$ cat src/rtl/exgcd_arbiter.sv
// exgcd_arbiter: round-robin front end that shares one extended-GCD /
// modular-inverse engine among 2**IDW requesters. Accepts one job at a
// time, screens zero operands, starts the engine, bounds the wait with a
// timeout and returns gcd / inverse / error tagged with the requester id.
module exgcd_arbiter #(
    parameter int unsigned IDW     = 2,
    parameter int unsigned W       = 8,
    parameter int unsigned TIMEOUT = 64
) (
    input  logic                       clk,
    input  logic                       rst_n,
    input  logic [(1<<IDW)-1:0]        req_valid,
    input  logic [(1<<IDW)*W-1:0]      req_a,
    input  logic [(1<<IDW)*W-1:0]      req_b,
    output logic [(1<<IDW)-1:0]        req_ready,
    output logic                       eng_start,
    output logic [W-1:0]               eng_a,
    output logic [W-1:0]               eng_b,
    input  logic                       eng_done,
    input  logic [W-1:0]               eng_gcd,
    input  logic [W-1:0]               eng_inv,
    output logic                       rsp_valid,
    input  logic                       rsp_ready,
    output logic [IDW-1:0]             rsp_id,
    output logic [W-1:0]               rsp_gcd,
    output logic [W-1:0]               rsp_inv,
    output logic                       rsp_err,
    output logic                       busy
);

    localparam int unsigned NREQ = 1 << IDW;
    localparam int unsigned TW   = (TIMEOUT > 1) ? $clog2(TIMEOUT) : 1;

    localparam logic [1:0] S_IDLE  = 2'd0;
    localparam logic [1:0] S_ISSUE = 2'd1;
    localparam logic [1:0] S_WAIT  = 2'd2;
    localparam logic [1:0] S_RESP  = 2'd3;

    // Control state
    logic [1:0]     r_state;
    logic [IDW-1:0] r_last;
    logic [IDW-1:0] r_id;
    logic [TW-1:0]  r_timer;

    // Registered outputs
    logic [W-1:0]   r_eng_a;
    logic [W-1:0]   r_eng_b;
    logic           r_eng_start;
    logic           r_busy;
    logic           r_rsp_valid;
    logic [IDW-1:0] r_rsp_id;
    logic [W-1:0]   r_rsp_gcd;
    logic [W-1:0]   r_rsp_inv;
    logic           r_rsp_err;

    // Combinational helpers
    logic [1:0]     w_next;
    logic [IDW-1:0] w_sel;
    logic           w_found;
    logic           w_accept;
    logic [W-1:0]   w_sel_a;
    logic [W-1:0]   w_sel_b;
    logic           w_zero;
    logic           w_timeout;

    // Round-robin pick: first valid index scanning upward from last+1, with wrap
    always_comb begin : sel_scan
        logic [IDW-1:0] v_idx;
        w_sel   = '0;
        w_found = 1'b0;
        v_idx   = '0;
        for (int unsigned k = 1; k <= NREQ; k++) begin
            v_idx = r_last + IDW'(k);
            if (!w_found && req_valid[v_idx]) begin
                w_sel   = v_idx;
                w_found = 1'b1;
            end
        end
    end

    assign w_accept  = (r_state == S_IDLE) && w_found;
    assign w_sel_a   = req_a[32'(w_sel) * W +: W];
    assign w_sel_b   = req_b[32'(w_sel) * W +: W];
    assign w_zero    = (w_sel_a == '0) || (w_sel_b == '0);
    assign w_timeout = (r_timer == TW'(TIMEOUT - 1));

    // One-hot accept strobe, only while idle and something is pending
    always_comb begin
        req_ready = '0;
        if (w_accept) begin
            req_ready[w_sel] = 1'b1;
        end
    end

    // Next-state decode
    always_comb begin
        w_next = r_state;
        case (r_state)
            S_IDLE: begin
                if (w_accept) begin
                    w_next = w_zero ? S_RESP : S_ISSUE;
                end
            end
            S_ISSUE: begin
                w_next = S_WAIT;
            end
            S_WAIT: begin
                if (eng_done || w_timeout) begin
                    w_next = S_RESP;
                end
            end
            S_RESP: begin
                if (rsp_ready) begin
                    w_next = S_IDLE;
                end
            end
            default: begin
                w_next = S_IDLE;
            end
        endcase
    end

    // State register
    always_ff @(posedge clk or negedge rst_n) begin
        if (!rst_n) begin
            r_state <= S_IDLE;
        end else begin
            r_state <= w_next;
        end
    end

    // Status strobes follow the state being entered so they line up with it
    always_ff @(posedge clk or negedge rst_n) begin
        if (!rst_n) begin
            r_eng_start <= 1'b0;
            r_busy      <= 1'b0;
            r_rsp_valid <= 1'b0;
        end else begin
            r_eng_start <= (w_next == S_ISSUE);
            r_busy      <= (w_next != S_IDLE);
            r_rsp_valid <= (w_next == S_RESP);
        end
    end

    // Job latch, timer and response capture
    always_ff @(posedge clk or negedge rst_n) begin
        if (!rst_n) begin
            r_last    <= IDW'(NREQ - 1);
            r_id      <= '0;
            r_timer   <= '0;
            r_eng_a   <= '0;
            r_eng_b   <= '0;
            r_rsp_id  <= '0;
            r_rsp_gcd <= '0;
            r_rsp_inv <= '0;
            r_rsp_err <= 1'b0;
        end else begin
            case (r_state)
                S_IDLE: begin
                    if (w_accept) begin
                        r_id    <= w_sel;
                        r_eng_a <= w_sel_a;
                        r_eng_b <= w_sel_b;
                        if (w_zero) begin
                            // Degenerate operand: answer directly, engine untouched
                            r_rsp_id  <= w_sel;
                            r_rsp_gcd <= w_sel_a | w_sel_b;
                            r_rsp_inv <= '0;
                            r_rsp_err <= 1'b1;
                        end
                    end
                end
                S_ISSUE: begin
                    r_timer <= '0;
                end
                S_WAIT: begin
                    if (eng_done) begin
                        // Done beats a simultaneous timeout
                        r_rsp_id  <= r_id;
                        r_rsp_gcd <= eng_gcd;
                        if (eng_gcd == W'(1)) begin
                            r_rsp_inv <= eng_inv;
                            r_rsp_err <= 1'b0;
                        end else begin
                            r_rsp_inv <= '0;
                            r_rsp_err <= 1'b1;
                        end
                    end else if (w_timeout) begin
                        r_rsp_id  <= r_id;
                        r_rsp_gcd <= '0;
                        r_rsp_inv <= '0;
                        r_rsp_err <= 1'b1;
                    end else begin
                        r_timer <= r_timer + TW'(1);
                    end
                end
                S_RESP: begin
                    if (rsp_ready) begin
                        r_last <= r_rsp_id;
                    end
                end
                default: begin
                end
            endcase
        end
    end

    assign eng_start = r_eng_start;
    assign eng_a     = r_eng_a;
    assign eng_b     = r_eng_b;
    assign busy      = r_busy;
    assign rsp_valid = r_rsp_valid;
    assign rsp_id    = r_rsp_id;
    assign rsp_gcd   = r_rsp_gcd;
    assign rsp_inv   = r_rsp_inv;
    assign rsp_err   = r_rsp_err;

endmodule

$ cat config.mk
export PLATFORM = sky130hd
export DESIGN_NAME = exgcd_arbiter
export DESIGN_NICKNAME = d
export VERILOG_FILES = /design/src/rtl/exgcd_arbiter.sv
export SDC_FILE = /design/constraint.sdc
export NUM_CORES = 1
export LEC_CHECK = 0
export ABC_AREA = 1
export CAP_MARGIN = 20
export CORE_MARGIN = 3
export CORE_UTILIZATION = 39
export DETAILED_ROUTE_END_ITERATION = 10
export PLACE_DENSITY = 0.78
export SYNTH_ARGS = -nofsm -noshare
export SYNTH_HDL_FRONTEND = slang
export SYNTH_SLANG_ARGS = --single-unit
$ cat constraint.sdc
create_clock -name clk -period 2.7 [get_ports clk]
set_input_delay 0.405 -clock clk [delete_from_list [all_inputs] [get_ports clk]]
set_output_delay 0.405 -clock clk [all_outputs]
set_load 0.01 [all_outputs]
-- After elaboration in Yosys (flattened, before gate mapping)
Cells that the tools add are included.
- register bits after elaboration: 50
- input port bits: 88
- logic and storage cells: 106
- $add $sub $neg: 4
- order comparisons: 6
- eq/ne operators: 12
- shift-type cells: 2
- mux-type cells: 48
- bitwise logic cells: 1
- reduce and logical (&&, ||, !) cells: 20
- operator list (cell ; count):
    2-to-1 mux 8 bit ; 8
    indexed part select 32 x 6 -> 8 bit ; 2
    case mux 8 bit (2 select lines) ; 2
    2-to-1 mux 2 bit ; 12
    logical NOT 8 bit ; 2
    less-than comparator 2 x 3 -> 1 bit (second input constant) ; 5
    2-to-1 mux 1 bit ; 14
    2-to-1 mux 6 bit ; 2
    case mux 6 bit (2 select lines) ; 1
    binary-select mux 1 bit (select 2 bit) ; 4
    equality test 8 x 1 -> 1 bit (second input constant) ; 1
    inequality test 2 bit (second input constant) ; 4
    bitwise OR 8 bit ; 1
    case mux 2 bit (4 select lines) ; 1
    adder 6 x 1 -> 6 bit (second input constant) ; 1
    equality test 2 bit (second input constant) ; 3
    equality test 6 bit (second input constant) ; 1
    nonzero test 2 bit ; 3
    logical AND 1 bit ; 5
    adder 2 bit (second input constant) ; 2
    equality test 2 x 1 -> 1 bit (second input constant) ; 2
    2-to-1 mux 4 bit ; 1
    case mux 2 bit (2 select lines) ; 1
    AND reduction 2 bit ; 2
    10 further kinds ; 13

-- Longest topological paths before layout
Gate-level depths: netlist of the first run.
- depth in word-level cells: 20
- gate-level depth with buffers: 23
- gate-level depth less buffers: 20

-- Worst setup path before layout of the first run
Ideal clock, no wire load.
- path type: register to register
- start: register r_last[1]
- end: register r_rsp_inv[4], in the netlist rsp_inv[4]
- library setup time: 117 ps
- data arrival time: 2413 ps
- slack: 170 ps
- cell stages (with the launch flop): 23
- cell sequence: dfstp_2 -> buf_2 -> inv_2 -> nand2_1 -> nand2_1 -> nand2_1 -> nand2_1 -> nor2_2 -> nand2_1 -> nor2_2 -> nand2_1 -> nand2_1 -> buf_4 -> nand3_1 -> nand2_1 -> nand2_1 -> nor2_1 -> nand2_1 -> nand3_2 -> nand2_4 -> buf_6 -> nand2_1 -> nand2_1
- cells in the longest elaborated chain, start to end: 18
- elaborated cells on any way between the ends: 34
- classes of those cells: 3 x add/sub; 2 x eq/ne; 2 x shift; 16 x mux; 11 x reduce/logical
- ends and longest elaborated chain (what ; RTL line ; text):
    start: declaration ; 41 ; logic [IDW-1:0] r_last;
    start signal: assignment ; 148 ; r_last <= IDW'(NREQ - 1);
    start signal: assignment ; 199 ; r_last <= r_rsp_id;
    adder 2 x 1 -> 2 bit ; 73 ; v_idx = r_last + IDW'(k);
    binary-select mux 1 bit (select 2 bit) ; 74 ; if (!w_found && req_valid[v_idx]) begin
    2-to-1 mux 1 bit (not written as such) ; 74 ;
    2-to-1 mux 1 bit ; 74 ;
    logical NOT 1 bit ; 74 ;
    logical AND 1 bit ; 74 ;
    2-to-1 mux 1 bit ; 74 ;
    logical NOT 1 bit ; 74 ;
    [... 2 more ...] ; -- ;
    logical NOT 1 bit ; 74 ;
    logical AND 1 bit ; 74 ;
    2-to-1 mux 2 bit ; 74 ;
    indexed part select 32 x 6 -> 8 bit, on equally long branches ; 82, 83 ;
    logical NOT 8 bit ; 84 ; assign w_zero = (w_sel_a == '0) || (w_sel_b == '0);
    logical OR 1 bit ; 84 ;
    inequality test 2 bit (no line) ; -- ;
    AND reduction 4 bit (no line) (*) ; -- ;
    end signal: assignment ; 182 ; r_rsp_inv <= eng_inv;
    end: declaration ; 53 ; logic [W-1:0] r_rsp_inv;
Every way passes the cells marked *; elsewhere a longest branch is shown, timed or not. The select of a mux whose other input is x is not followed.
A chain may end at the register's enable or synchronous reset.

-- Worst setup path after layout of the first run
- start: register r_last[0]
- end: register r_rsp_err, in the netlist rsp_err
- cells in the longest elaborated chain, start to end: 18
- elaborated cells on any way between the ends: 34
- classes of those cells: 3 x add/sub; 2 x eq/ne; 2 x shift; 16 x mux; 11 x reduce/logical
- ends and longest elaborated chain (what ; RTL line ; text):
    adder 2 x 1 -> 2 bit ; 73 ;
    binary-select mux 1 bit (select 2 bit) ; 74 ;
    2-to-1 mux 1 bit (not written as such) ; 74 ;
    2-to-1 mux 1 bit ; 74 ;
    logical NOT 1 bit ; 74 ;
    logical AND 1 bit ; 74 ;
    2-to-1 mux 1 bit ; 74 ;
    logical NOT 1 bit ; 74 ;
    [... 2 more ...] ; -- ;
    logical NOT 1 bit ; 74 ;
    logical AND 1 bit ; 74 ;
    2-to-1 mux 2 bit ; 74 ;
    indexed part select 32 x 6 -> 8 bit, on equally long branches ; 82, 83 ;
    logical NOT 8 bit ; 84 ;
    logical OR 1 bit ; 84 ;
    inequality test 2 bit (no line) ; -- ;
    AND reduction 4 bit (no line) (*) ; -- ;
    end signal: assignment ; 156 ; r_rsp_err <= 1'b0;
    end signal: assignment ; 169 ; r_rsp_err <= 1'b1;
    end signal: assignment ; 183 ; r_rsp_err <= 1'b0;
    end: declaration ; 54 ; logic r_rsp_err;
Marks and branches as above.

==> results of run 1 <==
worst min path at each step:
stage | slack (ps) | cells past startpoint | to | startpoint
final | 210 | 1 | rsp_inv[7]$_DFFE_PN0P_ | rst_n
after global routing | 250 | 1 | rsp_inv[7]$_DFFE_PN0P_ | rst_n
after CTS | 240 | 1 | rsp_gcd[1]$_DFFE_PN0P_ | rst_n
after detailed placement | 460 | 2 | rsp_inv[3]$_DFFE_PN0P_ | rsp_inv[3]$_DFFE_PN0P_
after global placement | 450 | 2 | rsp_gcd[7]$_DFFE_PN0P_ | rsp_gcd[7]$_DFFE_PN0P_
after floorplan | 110 | 0 | busy$_DFF_PN0_ | rst_n
registers in the layout, indices dropped and copies added (netlist names):
signal / cells
r_timer: 6
r_state: 2
eng_a: 8
r_id: 2
rsp_inv: 8
rsp_err: 1
rsp_gcd: 8
busy: 1
rsp_valid: 1
eng_start: 1
eng_b: 8
rsp_id: 2
r_last: 2
per-layer routing:
layer  up-vias  GRT usage  part of all wire
met1      1780      0.285              0.41
met4         0     0.0554             0.021
li1       1791          -                 -
met5         -          0                 0
met3        24     0.0553             0.069
met2       146      0.385              0.50
power by group:
group / leakage, nW / internal (mW) / switching (mW)
clock network: 0.0472 / 0.206 / 0.252
logic: 1.81 / 3.06 / 3.61
registers: 0.631 / 1.06 / 0.210
total: 2.48 / 4.32 / 4.07
logic make-up after synthesis:
group / Yosys count
AO/OA/AOI/OAI: 44
buffers and inverters: 46
flip-flops: 50
adder cells (fa/ha/maj): 1
AND/OR/NAND/NOR: 301
Yosys cell counts:
cell        n  area share
o21ai_1     1      0.0016
o21a_1      1      0.0025
inv_2       2      0.0025
nand2_4     2      0.0074
nand2_2     1      0.0021
dfrtp_1    48        0.40
a21oi_4     1      0.0054
dfstp_2     2       0.017
nand3_2     2      0.0066
nor4_1      1      0.0021
buf_1       1      0.0012
o21ai_0    30       0.050
clkbuf_1    6      0.0074
a22o_1      4       0.012
nor2_1     18       0.022
inv_1      22       0.027
buf_4       5       0.012
nand3_1    82        0.14
ha_1        1      0.0041
a21oi_1     7       0.012
nor2_2      2      0.0041
nand2_1   179        0.22
buf_6       2      0.0074
buf_2       8       0.013
nor3_1      4      0.0066
nand4_1    10       0.021
per-stage QoR:
| stage | cell area [µm²] | instances | TNS (ps) | util | setup WS (ps) |
|---|---|---|---|---|---|
| floorplan | 3030 | 442 | 0 | - | 170 |
| global placement | 4630 | 687 | -3930 | 0.625 | -192 |
| detailed placement | 4630 | 687 | -5220 | 0.625 | -245 |
| CTS | 4820 | 699 | 0 | 0.651 | 5.79 |
| global route | 5210 | 710 | -4680 | 0.703 | -260 |
| finish | 5210 | 710 | -1150 | 0.703 | -80.0 |
final cells by class:
class,count,area [µm²],share of cell area
multi-input combinational,348,1870,0.358
timing repair buffer,181,1780,0.341
sequential,50,1250,0.241
tap,99,124,0.0238
inverter,24,92.6,0.0178
clock buffer,6,82.6,0.0158
clock inverter,2,12.5,0.00240
repair_timing:
item / in CTS / in global routing
setup buffers: 2 / 5
hold buffers: 0 / 0
pin swaps: 4 / 14
endpoints found under the hold margin: 0 / 0
gates resized for setup: 38 / 72
cloned: 2 / 6
setup endpoints to repair: 23 / 27
==> out/qor.txt, run 1 <==
Die span in x = 94.2 µm
Slowest cell on the critical path = dfstp_2
Die height = 94.2 µm
Peak supply drop = 0.856 mV
Largest family of logic cells by synthesized area = simple AND/OR/NAND/NOR gates
Remaining DRCs = 0
Commonest non-fill, non-tap cell in the layout = nand2_1
Worst R2R Path Depth = 20
Clk sinks = 50
Status = finished, violations left
Hold WC Path Type = primary input to async pin
Maximum fanout along the worst path = 9
Synth Warn # = 0
Tot GR Track Use = 0.225
Compound-Gate Fraction of Synth Area = 0.0821
Crit path max-delay family = simple AND/OR/NAND/NOR gates
Multiplexer share of the synthesized area = 0
Tmin final = 2780 ps
Tot Pwr = 8.39 mW
CTS root buf = clkbuf_8
Crit path to = rsp_err$_DFFE_PN0P_
Worst EP arrival = 2980 ps
Synth Area in Adders = 0.00413
Ports = 130
Clk buf depth = 2
Highest clock rate = 360 MHz
Final setup vio count = 19
HPWL Detailed = 7680 µm
Critical path startpoint = r_last[0]$_DFFE_PN1P_
Most frequent cells in the layout = nand2_1 (135), clkdlybuf4s50_1 (124), nand3_1 (68)
Cell count after synthesis = 442
Static leakage = 2.48 nW
Share of cells above drive strength 1 = 0.237
Vias per cell = 5.27
Buffers on Ports = 129
Largest net degree at the start of global routing = 41
Diode count = 0
DIE AREA = 8870 µm²
Worst-Margin Slew = 881 ps
Slew Viols, Final = 0
Seq cells post-synth = 50
Crit-path cells = buf_6 -> nand2_1 -> nand2_2 -> nand2_2 -> nand2_2 -> nor2_4 -> nand2_2 -> nor2_4 -> buf_6 -> a21oi_4 -> clkbuf_16 -> nand3_2 -> nand2_2 -> nand2_1 -> nor2_1 -> nand2_2 -> nand3_4 -> nand2_4 -> nand2_1 -> nand2_1
Max-cap violation count = 0
Setup CP Type = flop to flop
Layout area overhead = 71.9%
Initial Util = 0.409
1st-pass router iterations = 5
Fin nets = 699
GP Congestion = 0.817
CTS Buf Count = 5
Fill cells = 592
Detail Route Antenna Nets = 0
Site row count = 31
Crit share post-route = 1.03
Final worst slack = -80.0 ps
Vias post-DR = 3741
Mean area per synthesized cell = 6.86 µm²
Initial DRC count = 300
Worst path buffer plus inverter count = 3
Net Count, Synth = 531
Grt ovf = 0
Synth Area in Simple Gates = 0.429
# H-tree levels = 2
Slew headroom = 0.413
CTS tree = built
Register-to-register setup slack = -80 ps
Core area = 7410 µm²
Final hold vios = 0
Violated checks = setup timing
Clock Pin Slew Worst Setup and Hold Paths = 90 ps
Sequential share of the synthesized area = 0.414
Worst setup SP type = flop
Initial antenna violation count = 0
Wirelength per Cell = 15.3 µm
WP data required = 2900 ps
Final hold slack = 211 ps
Synth Area in XOR/XNOR = 0
Vias in the first global route = 3374
RR Startpoint = r_last[0]$_DFFE_PN1P_
Worst path max stage delay = 610 ps
Distinct cell type count of the synthesized netlist = 26
Final wirelength = 10900 µm
Pwr per Cell Area = 1610 nW/µm²
Clock Latency Late Sink = 310 ps
CP endpoint kind = flop
Crit. path cell count = 20
Reg-to-Reg End = rsp_err$_DFFE_PN0P_
First-pass GRT wire length = 15900 µm
Skew final = 8.71 ps
Most used cell, CP = nand2_2
RSZ-0062 raised after global routing = true
Synthesized area = 3030 µm²
Note: power is estimated with default switching activity, not from simulation.
==> inputs of run 2 (changes only) <==
--- a/config.mk
+++ b/config.mk
@@ -8,9 +8,9 @@
 export ABC_AREA = 1
 export CAP_MARGIN = 20
 export CORE_MARGIN = 3
-export CORE_UTILIZATION = 39
+export CORE_UTILIZATION = 40
 export DETAILED_ROUTE_END_ITERATION = 10
-export PLACE_DENSITY = 0.78
+export DONT_BUFFER_PORTS = 1
 export SYNTH_ARGS = -nofsm -noshare
 export SYNTH_HDL_FRONTEND = slang
 export SYNTH_SLANG_ARGS = --single-unit
==> out/qor.txt, run 2 (synthesis gave the netlist of run 1 again) <==
Worst-Margin Slew = 398 ps (-483 ps)
Largest net degree at the start of global routing = 51 (+24%)
Initial Util = 0.416 (+0.00653)
Slew Viols, Final = 0 (unchanged)
Clock Latency Late Sink = 310 ps (about the same)
Reg-to-Reg End = rsp_gcd[6]$_DFFE_PN0P_
Hold_sp = eng_done
# H-tree levels = 2 (unchanged)
Clock Pin Slew Worst Setup and Hold Paths = 90 ps (about the same)
1st-pass router iterations = 5 (unchanged)
RR Startpoint = r_last[0]$_DFFE_PN1P_
Max-cap violation count = 0 (unchanged)
Worst EP arrival = 2990 ps (about the same)
Final hold vios = 0 (unchanged)
Final setup vio count = 18 (-1)
Status = finished, violations left
Tmin final = 2740 ps (-40.5 ps)
Critical path startpoint = r_last[0]$_DFFE_PN1P_
Clk buf depth = 2 (unchanged)
Crit path to = rsp_gcd[6]$_DFFE_PN0P_
Crit share post-route = 1.01 (-0.0150)
FF/Latch Area = 1250 µm² (unchanged)
Initial DRC count = 202 (-33%)
Register-to-register setup slack = -40 ps (+40 ps)
Initial antenna violation count = 0 (unchanged)
Clk sinks = 50 (unchanged)
Final wirelength = 9450 µm (-13%)
Vias in the first global route = 2786 (-17%)
Vias per cell = 5.39 (+2.3%)
Highest clock rate = 365 MHz (+1.5%)
Core area = 7290 µm² (-1.6%)
Skew final = 10.6 ps (+1.93 ps)
CTS tree = built
Worst R2R Path Depth = 20 (unchanged)
Placed cell count = 548 (-20%)
Vias post-DR = 3084 (-18%)
Tot GR Track Use = 0.194 (-0.0308)
First-pass GRT wire length = 13500 µm (-15%)
Most frequent cells in the layout = nand2_1 (144), nand3_1 (80), dfrtp_1 (48)
Hold WC Path Type = primary input to flop
Die span in x = 93.1 µm (-1.2%)
Detail Route Antenna Nets = 0 (unchanged)
CTS Buf Count = 5 (unchanged)
Share of cells above drive strength 1 = 0.230 (-0.00687)
Setup CP Type = flop to flop
GP Congestion = 0.847 (+3.7%)
Worst setup SP type = flop
Grt ovf = 0 (unchanged)
DIE AREA = 8660 µm² (-2.3%)
Commonest non-fill, non-tap cell in the layout = nand2_1
Layout area overhead = 25.9%
Fin nets = 561 (-20%)
WP data required = 2950 ps (+50 ps)
Die height = 93.1 µm (-1.2%)
CTS root buf = clkbuf_8
Maximum fanout along the worst path = 8 (-1)
RSZ-0062 raised after global routing = true
Ports = 130 (unchanged)
Buffers on Ports = 0 (-100%)
Site row count = 31 (unchanged)
Diode count = 0 (unchanged)
CP endpoint kind = flop
Wirelength per Cell = 16.5 µm (+7.9%)
HPWL Detailed = 6500 µm (-15%)
Slew headroom = 0.732 (+0.320)
Multi-input gate area = 1810 µm² (-3.3%)
Final worst slack = -39.5 ps (+40.5 ps)
Violated checks = setup timing
Fill cells = 755 (+28%)
Non-Filler Instances = 572 (-19%)
Remaining DRCs = 0 (unchanged)
## run 2: cell count changes in the layout (fill, tap and decap cells not counted), sizes merged
cell           previous run  this run
buf                      55        37
clkdlybuf4s50           124         0
clkinv                    1         3
dlygate4sd3               0         1
inv                      24        23
nand2                   184       186
## run 2: per-stage QoR
step	hold slack (ps)	util	area, µm²	setup TNS (ps)	setup slack (ps)
floorplan	109	-	3030	0	170
global placement	111	0.452	3300	0	57.5
detailed placement	110	0.452	3300	-54.0	-10.3
CTS	231	0.475	3460	0	0.288
global route	233	0.524	3820	-4030	-200
finish	233	0.524	3820	-452	-39.5
## run 2: per-layer routing
metal,routed length (µm),GRT usage,up-vias
met5,0,0,-
met4,40,0.0330,0
met3,680,0.0475,7
met2,4800,0.331,97
met1,3930,0.254,1468
li1,-,-,1512
## run 2: critical path, cell delays in order, from the launching register on
cell and delay, ps:
dfstp_2 610, clkinv_4 100, nand2_1 90, nand2_2 70
nand2_1 60, nand2_1 70, nand2_1 80, nand2_2 90
nor2_4 170, nand2_8 130, clkbuf_16 190, nand3_1 60
nand3_1 80, nand2_1 110, nand2_1 60, nor2_1 100
nand2_1 120, nand3_4 170, clkbuf_16 180, nand3_1 60
nand2_1 70
## run 2: worst min path at each step
stage / end / depth (start not counted)
after CTS: rsp_inv[3]$_DFFE_PN0P_ / 2
after global placement: rsp_inv[1]$_DFFE_PN0P_ / 0
after floorplan: busy$_DFF_PN0_ / 0
after detailed placement: rsp_inv[1]$_DFFE_PN0P_ / 0
after global routing: rsp_inv[5]$_DFFE_PN0P_ / 2
final: rsp_inv[4]$_DFFE_PN0P_ / 2
## run 2: repair_timing
action,4_1_cts,5_1_grt
gates resized for setup,6,58
endpoints found under the hold margin,50,0
endpoints found under the setup margin,23,27
pin swaps,0,10
hold buffers,2,0
cloned,0,8
buffers inserted,0,6
## run 2: final cells by class
cell class	instances	share of cell area
repair buffers	41	0.117
clock inverters	3	0.00557
clock buffers	5	0.0180
inverters	24	0.0249
multi-input cells	350	0.473
flip-flops and latches	50	0.328
well taps	99	0.0324
Power of run 2 is not shown: default switching activity piles up to over one toggle a cycle in this logic, so the estimate is an artifact.
